**config.mk**
```make
export PLATFORM = sky130hd
export DESIGN_NAME = rf80386_ifetch_buf
export DESIGN_NICKNAME = d
export VERILOG_FILES = /design/src/rtl/rf80386_ifetch_buf.sv
export SDC_FILE = /design/constraint.sdc
export NUM_CORES = 1
export LEC_CHECK = 0
export CAP_MARGIN = 40
export CORE_ASPECT_RATIO = 1.75
export CORE_MARGIN = 2
export CORE_UTILIZATION = 45
export DETAILED_ROUTE_END_ITERATION = 10
export GPL_TIMING_DRIVEN = 0
export PLACE_DENSITY = 0.69
export SLEW_MARGIN = 20
export SYNTH_ARGS = -nofsm -noshare
export SYNTH_HDL_FRONTEND = slang
export SYNTH_SLANG_ARGS = --single-unit
```
**constraint.sdc**
```tcl
create_clock -name clk_i -period 16.6 [get_ports clk_i]
set_input_delay 2.49 -clock clk_i [delete_from_list [all_inputs] [get_ports clk_i]]
set_output_delay 2.49 -clock clk_i [all_outputs]
set_load 0.02 [all_outputs]
```
**src/rtl/rf80386_ifetch_buf.sv**
```systemverilog
// Two-line (2 x 16 B) instruction prefetch buffer for the 80386 front end.
// Latency: ihit_o/ibundle_o combinational from line state; a miss refills over mem_req_o/mem_ack_i.
// Backpressure: level request held until a one-cycle ack; re-issued after BUS_TIMEOUT idle cycles.
// Optional macro RF80386_IFB_MISS_COUNT_EN enables the miss_count_o episode counter.
module rf80386_ifetch_buf #(
  parameter int BUS_TIMEOUT = 31
) (
  input  logic         clk_i,
  input  logic         rst_ni,
  input  logic [31:0]  csip_i,
  input  logic         inv_i,
  output logic [127:0] ibundle_o,
  output logic         ihit_o,
  output logic         mem_req_o,
  output logic [31:0]  mem_adr_o,
  input  logic         mem_ack_i,
  input  logic [127:0] mem_dat_i,
  output logic [31:0]  miss_count_o
);

  localparam int CW = $clog2(BUS_TIMEOUT + 1);

  typedef enum logic [1:0] {IDLE, SHIFT, REQ0, REQ1} state_t;

  state_t         state;
  logic [127:0]   l0_dat, l1_dat;
  logic [27:0]    l0_tag, l1_tag;
  logic           l0_v, l1_v;
  logic           discard;
  logic [CW-1:0]  to_cnt;

  logic           in_req, ack_ok, do_write, hit_raw, seq_hit, wr_l0, wr_l1, do_shift;
  logic [7:0]     pair_b [32];

  // L1 always follows L0, so only the L0 tag is stored; the add wraps naturally.
  assign l1_tag   = l0_tag + 28'd1;
  assign in_req   = (state == REQ0) || (state == REQ1);
  assign ack_ok   = in_req & mem_req_o & mem_ack_i;
  assign do_write = ack_ok & ~inv_i & ~discard;
  assign wr_l0    = do_write & (state == REQ0);
  assign wr_l1    = do_write & (state == REQ1);
  assign do_shift = (state == SHIFT) & ~inv_i;
  assign hit_raw  = l0_v & l1_v & (l0_tag == csip_i[31:4]);
  assign seq_hit  = l1_v & (l1_tag == csip_i[31:4]);
  assign ihit_o   = hit_raw & ~inv_i;

  // Flatten both lines into a 32-byte window indexed from L0 byte 0.
  always_comb begin
    for (int i = 0; i < 16; i++) begin
      pair_b[i]      = l0_dat[8*i +: 8];
      pair_b[i + 16] = l1_dat[8*i +: 8];
    end
  end

  // Bundle is the 16 bytes starting at the csip offset within L0.
  always_comb begin
    ibundle_o = '0;
    for (int i = 0; i < 16; i++) begin
      ibundle_o[8*i +: 8] = pair_b[5'(i) + {1'b0, csip_i[3:0]}];
    end
  end

  // Line data is not reset; valid bits alone qualify it.
  always_ff @(posedge clk_i) begin
    if (wr_l0)    l0_dat <= mem_dat_i;
    if (do_shift) l0_dat <= l1_dat;
    if (wr_l1)    l1_dat <= mem_dat_i;
  end

  // Control FSM: hit/shift/refill decisions, bus request and timeout handling.
  always_ff @(posedge clk_i or negedge rst_ni) begin
    if (!rst_ni) begin
      state     <= IDLE;
      l0_tag    <= '0;
      l0_v      <= 1'b0;
      l1_v      <= 1'b0;
      discard   <= 1'b0;
      to_cnt    <= '0;
      mem_req_o <= 1'b0;
      mem_adr_o <= '0;
    end else begin
      case (state)
        IDLE: begin
          if (inv_i) begin
            l0_v <= 1'b0;
            l1_v <= 1'b0;
          end else if (!hit_raw) begin
            if (seq_hit) begin
              state <= SHIFT;
            end else begin
              l0_tag <= csip_i[31:4];
              l0_v   <= 1'b0;
              l1_v   <= 1'b0;
              state  <= REQ0;
            end
          end
        end
        SHIFT: begin
          if (inv_i) begin
            l0_v  <= 1'b0;
            l1_v  <= 1'b0;
            state <= IDLE;
          end else begin
            l0_tag <= l1_tag;
            l0_v   <= l1_v;
            l1_v   <= 1'b0;
            state  <= REQ1;
          end
        end
        REQ0, REQ1: begin
          if (!mem_req_o) begin
            // Request is raised one cycle after entry or after a timeout drop.
            mem_req_o <= 1'b1;
            mem_adr_o <= {(state == REQ0) ? l0_tag : l1_tag, 4'h0};
            to_cnt    <= '0;
          end else if (mem_ack_i) begin
            mem_req_o <= 1'b0;
            to_cnt    <= '0;
            if (inv_i || discard) begin
              // Stale transfer: swallow the ack and re-evaluate from IDLE.
              discard <= 1'b0;
              l0_v    <= 1'b0;
              l1_v    <= 1'b0;
              state   <= IDLE;
            end else if (state == REQ0) begin
              l0_v  <= 1'b1;
              state <= l1_v ? IDLE : REQ1;
            end else begin
              l1_v  <= 1'b1;
              state <= IDLE;
            end
          end else if (to_cnt == CW'(BUS_TIMEOUT - 1)) begin
            mem_req_o <= 1'b0;
            to_cnt    <= '0;
          end else begin
            to_cnt <= to_cnt + CW'(1);
          end
          if (inv_i && !ack_ok) begin
            l0_v    <= 1'b0;
            l1_v    <= 1'b0;
            discard <= 1'b1;
          end
        end
        default: state <= IDLE;
      endcase
    end
  end

`ifdef RF80386_IFB_MISS_COUNT_EN
  logic        miss_start;
  logic [31:0] miss_cnt;

  assign miss_start   = (state == IDLE) & ~inv_i & ~hit_raw;
  assign miss_count_o = miss_cnt;

  // One increment per IDLE->REQ0 or IDLE->SHIFT transition.
  always_ff @(posedge clk_i or negedge rst_ni) begin
    if (!rst_ni) miss_cnt <= '0;
    else if (miss_start) miss_cnt <= miss_cnt + 32'd1;
  end
`else
  assign miss_count_o = '0;
`endif

endmodule

```
### Word-level counts from Yosys, hierarchy flattened

Cells that the tools add are included.

| cells by class | value |
|---|---|
| add/subtract/negate cells | 17 |
| magnitude comparators | 16 |
| equality and inequality tests | 18 |
| muxes and demuxes | 92 |
| bitwise gates (word level) | 30 |
| reductions and logical operators | 17 |

Operator list:

| kind | number |
|---|---|
| $bmux 8 s5 | 16 |
| $mux 128 | 2 |
| $mux 8 | 32 |
| $mux 28 | 5 |
| $ge 6x6->1 const B | 16 |
| $not 5->6 | 15 |
| $eq 28x28->1 | 2 |
| $pmux 28 s2 | 1 |
| $add 4x4->5 const A | 8 |
| $add 28x1->28 const B | 1 |
| $mux 1 | 21 |
| $add 3x4->5 const A | 4 |
| $mux 2 | 9 |
| $mux 5 | 3 |
| $reduce_and 5->1 | 3 |
| $ne 2x2->1 const B | 6 |
| $ne 3x3->1 const B | 4 |
| $and 1x1->1 | 11 |
| $add 2x4->5 const A | 2 |
| $reduce_bool 2->1 | 5 |
| $ne 4x4->1 const B | 2 |
| $reduce_and 4->1 | 2 |
| $not 4->6 | 1 |
| $pmux 1 s3 | 2 |
| other kinds (13) | 17 |

| storage, ports and cells | value |
|---|---|
| flip-flop bits (word level) | 323 |
| bits of input ports | 164 |
| output and inout port bits | 194 |
| logic and storage cells | 200 |

### Longest topological paths before layout

| depth | value |
|---|---|
| depth in word-level cells | 9 |
| mapped depth | 13 |
| gate-level depth less buffers | 10 |

### Worst setup path before layout

No wires, ideal clock.

| timing path | value |
|---|---|
| path type | input -> register |
| start point | input mem_ack_i |
| end point | register l0_dat[0], enable pin |
| setup time | 0.657 ns |
| arrival | 9.083 ns |
| slack | 6.860 ns |
| stages | 3 |
| buffers on the path | 0 |
| cell sequence | nand3_1 > or3_1 > a21oi_1 |

| on the way | value |
|---|---|
| word-level cells in the longest chain between the ends | 5 |

RTL lines:

| item | RTL line | source |
|---|---|---|
| start, declared | 16 | `input logic mem_ack_i,` |
| $and 1x1->1 | 38 | `assign ack_ok = in_req & mem_req_o & mem_ack_i;` |
| $and 1x1->1 (2 in a row) | 39 | `assign do_write = ack_ok & ~inv_i & ~discard;` |
| $and 1x1->1 | 40 | `assign wr_l0 = do_write & (state == REQ0);` |
| $reduce_bool 2->1 (no line) | - |  |
| end signal, assigned | 65 | `if (wr_l0) l0_dat <= mem_dat_i;` |
| end signal, assigned | 66 | `if (do_shift) l0_dat <= l1_dat;` |
| end, declared | 26 | `logic [127:0] l0_dat, l1_dat;` |

Every way passes these cells.
A chain may end at the register's enable or synchronous reset.

### Worst setup path after layout

| timing path | value |
|---|---|
| start point | input csip_i[1] |
| end point | output ibundle_o[62] |

| on the way | value |
|---|---|
| word-level cells in the longest chain between the ends | 5 |

RTL lines:

| item | RTL line | source |
|---|---|---|
| start, declared | 10 | `input logic [31:0] csip_i,` |
| $add 3x4->5 | 59 | `ibundle_o[8*i +: 8] = pair_b[5'(i) + {1'b0, csip_i[3:0]}];` |
| $not 5->6 (not written as such) | 59 |  |
| $bmux 8 s5 | 59 |  |
| $mux 8 (not written as such) (2 in a row) | 59 |  |
| end, declared | 12 | `output logic [127:0] ibundle_o,` |

Every way passes these cells. The select of a mux whose other input is x is not followed.

==> impl_metrics.py <==
metrics = {
    "run_status": {
        "status": "completed",
    },
    "global_routing": {
        "antenna_found_initial": 7,
        "grt_pass1_wl_mm": 181,
        "grt_pass1_vias": 22900,
        "grt-ovfl-total": 0,
        "grt_use_total_pct": 43.8,
        "grt_max_degree": 51,
    },
    "routing": {
        "vias": 23000,
        "first_pass_iters": 7,
        "wire_per_inst_um": 40.9,
        "wl_mm": 133,
        "final_antenna_net_count": 0,
        "drt_iter0_drc": 2889,
        "drc": 0,
        "via_per_inst": 7.06,
    },
    "cts": {
        "worstSkewPairLatency_ns": 0.59,
        "cts_hold_buf": 0,
        "cts_setup_buffers": 0,
        "htreeDepth": 2,
        "clk_pin_slew_ns": 0.07,
        "cts_root_buf": "clkbuf_16",
        "numCtsBuffers": 36,
        "clock-sinks": 323,
        "ctsResizeCount": 0,
        "clockBufferDepth": 3,
        "cts_tree": "done",
    },
    "placed_design": {
        "hpwlAfterDp_mm": 106,
        "gp_congestion": 1.07,
        "port_buffers": 321,
        "dp.cells": 3188,
    },
    "critical_path": {
        "endpoint_kind": "primary output",
        "arrival_ns": 9.66,
        "critical_path_required_ns": 14.11,
        "crit_path_start_kind": "input pin",
        "crit_type": "in2out",
        "crit_path_max_fanout": 12,
    },
    "floorplanning": {
        "start_util_pct": 45.3,
        "core_area_um2": 58000,
        "die-width_um": 187,
        "rows": 117,
        "ios": 358,
        "die_area_um2": 60400,
        "die_y_um": 324,
    },
    "sta": {
        "setup_violations": 0,
        "fin_hold_ws_ns": 0.492,
        "slew_headroom_pct": 35.8,
        "final_hold_viol_count": 0,
        "fin_crit_sh_pct": 73.2,
        "drv_slew": 0,
        "finalSetupTns_ns": 0,
        "max_freq_ghz": 0.0823,
        "worst_pin_slew_ns": 0.963,
        "rsz0062_at_grt": "no",
        "final.min_clock_period_ns": 12.15,
        "skew_ns": 0.0207,
    },
    "yosys": {
        "syn_area_um2": 26300,
        "ys_types": 63,
        "ys_seq_area_share_pct": 35.6,
        "synth.ff_latch_count": 323,
        "yosysWarnings": 0,
        "async_flop_share_pct": 20.7,
        "yosysMostFrequentCell": "mux4_2",
        "synth_cells": 1972,
        "synth_area_leaders": "mux4_2, edfxtp_1, mux2_2, dfrtp_1, nand2_1",
        "syn-mean-instance-area_um2": 13.3,
        "yosysTopAreaCellShare_pct": 30.8,
        "synth_ff_type": "edfxtp_1",
        "synthTopCellsByCount": "mux4_2, mux2_2, edfxtp_1, nand2_1, clkbuf_1",
        "yosys.area.top_type": "mux4_2",
        "synth_edf_count": 256,
    },
    "final_layout": {
        "n_fill_cell": 4793,
        "drive_gt1_share_pct": 38.5,
        "final_cells": 3260,
        "final_nets": 2635,
        "area_growth_syn_to_layout_pct": 25.8,
    },
    "power_and_ir_drop": {
        "power.density_nw_per_um2": 117,
        "power_mw": 3.88,
        "p_leak_nw": 11.4,
        "vdd_drop_max_v": 0.000129,
    },
    "job": {
        "max_cap_violations": 0,
    },
    "hold_path": {
        "hold_class": "reg2reg",
    },
}
worst max-delay path: stages:
cell,delay [ns]
clkdlybuf4s50_1,0.64
clkbuf_1,0.49
buf_1,0.29
buf_6,0.22
buf_1,0.17
buf_6,0.21
clkinv_1,0.60
ha_1,0.57
clkbuf_1,0.48
buf_8,0.23
clkbuf_1,0.67
buf_1,0.43
buf_6,0.25
mux4_2,0.39
mux2_2,0.31
mux4_2,0.53
clkdlybuf4s50_1,0.61
state kept, by name, summed over array words and instances, names as in the netlist:
name       flops
state          2
mem_req_o      1
l0_tag        28
l1_v           1
l1_dat       128
to_cnt         5
l0_v           1
discard        1
mem_adr_o     28
l0_dat       128
cell type report:
class | count | area [µm²] | area share, %
sequential | 323 | 9360 | 28.3
antenna | 4 | 10.0 | 0.0303
clock buffer | 40 | 916 | 2.77
multi-input combinational | 1461 | 16100 | 48.8
clock inverter | 24 | 179 | 0.541
inverter | 15 | 56.3 | 0.170
timing repair buffer | 412 | 4410 | 13.4
tap | 773 | 967 | 2.93
buffer | 208 | 1030 | 3.10
metrics by stage:
step | cell area [µm²] | worst slack [ns] | utilization, %
6_report | 33100 | 4.45 | 57.0
5_1_grt | 33100 | 4.54 | 57.0
4_1_cts | 33000 | 4.08 | 56.9
3_5_place_dp | 31900 | 4.11 | 55.0
3_3_place_gp | 30600 | 2.83 | 52.8
2_1_floorplan | 26400 | 6.86 | -
cell families (layout without fill, tap and decap cells):
logic type,after synthesis,in the layout,share of synthesized area (%)
compound gates,205,205,4.64
xor+xnor,77,77,2.57
fa+ha+maj,14,14,0.667
simple gates,439,439,7.61
mux,690,690,44.9
buf+inv,223,699,3.94
other cells,1,40,0.0143
flops,323,323,35.6
per-layer routing:
layer,vias up,share of wire (%),GRT usage (%)
met1,11400,29,44.6
met4,6,11,38.5
met5,-,0.027,0
met3,639,11,11.7
met2,2134,48,74.4
li1,8844,-,-
placed cells by master, fill, tap and decap left out, types with 10 or more instances in the layout:
| cell | count |
|---|---|
| nor4_1 | 10 |
| clkdlybuf4s50_1 | 320 |
| buf_1 | 25 |
| buf_8 | 13 |
| clkbuf_2 | 11 |
| inv_1 | 13 |
| nand4_1 | 25 |
| buf_4 | 46 |
| xnor2_1 | 32 |
| ha_1 | 14 |
| edfxtp_1 | 256 |
| or2_2 | 10 |
| nand3_1 | 32 |
| conb_1 | 36 |
| nand2_1 | 254 |
| dfrtp_1 | 67 |
| xor2_1 | 38 |
| a31oi_1 | 22 |
| o211ai_1 | 11 |
| mux2_2 | 318 |
| clkbuf_1 | 97 |
| a21oi_1 | 65 |
| o22ai_1 | 11 |
| buf_6 | 61 |
| buf_2 | 37 |
| nor2_1 | 47 |
| o21ai_0 | 59 |
| clkbuf_16 | 36 |
| mux2i_1 | 13 |
| mux4_2 | 359 |
report_power, final:
group,internal [mW],total [mW],switching [mW]
combinational,0.814,1.97,1.15
clock,0.419,0.793,0.374
sequential,1.02,1.12,0.104
total,2.25,3.88,1.63
final timing paths:
kind,from,end,slack [ns],cells after the start
worst min register to register,mem_adr_o[18]$_DFFE_PN0P_,mem_adr_o[18]$_DFFE_PN0P_,0.49,2
min in group asynchronous,rst_ni,l0_tag[9]$_DFFE_PN0P_,1.79,1
worst max register to register,l0_tag[0]$_DFFE_PN0P_,l0_tag[27]$_DFFE_PN0P_,12.10,10
worst max-delay path,csip_i[1],ibundle_o[62],4.45,17
worst min-delay path,mem_adr_o[18]$_DFFE_PN0P_,mem_adr_o[18]$_DFFE_PN0P_,0.49,2
max in group asynchronous,rst_ni,mem_adr_o[21]$_DFFE_PN0P_,14.24,2
Power figures use the tool's default switching activity.
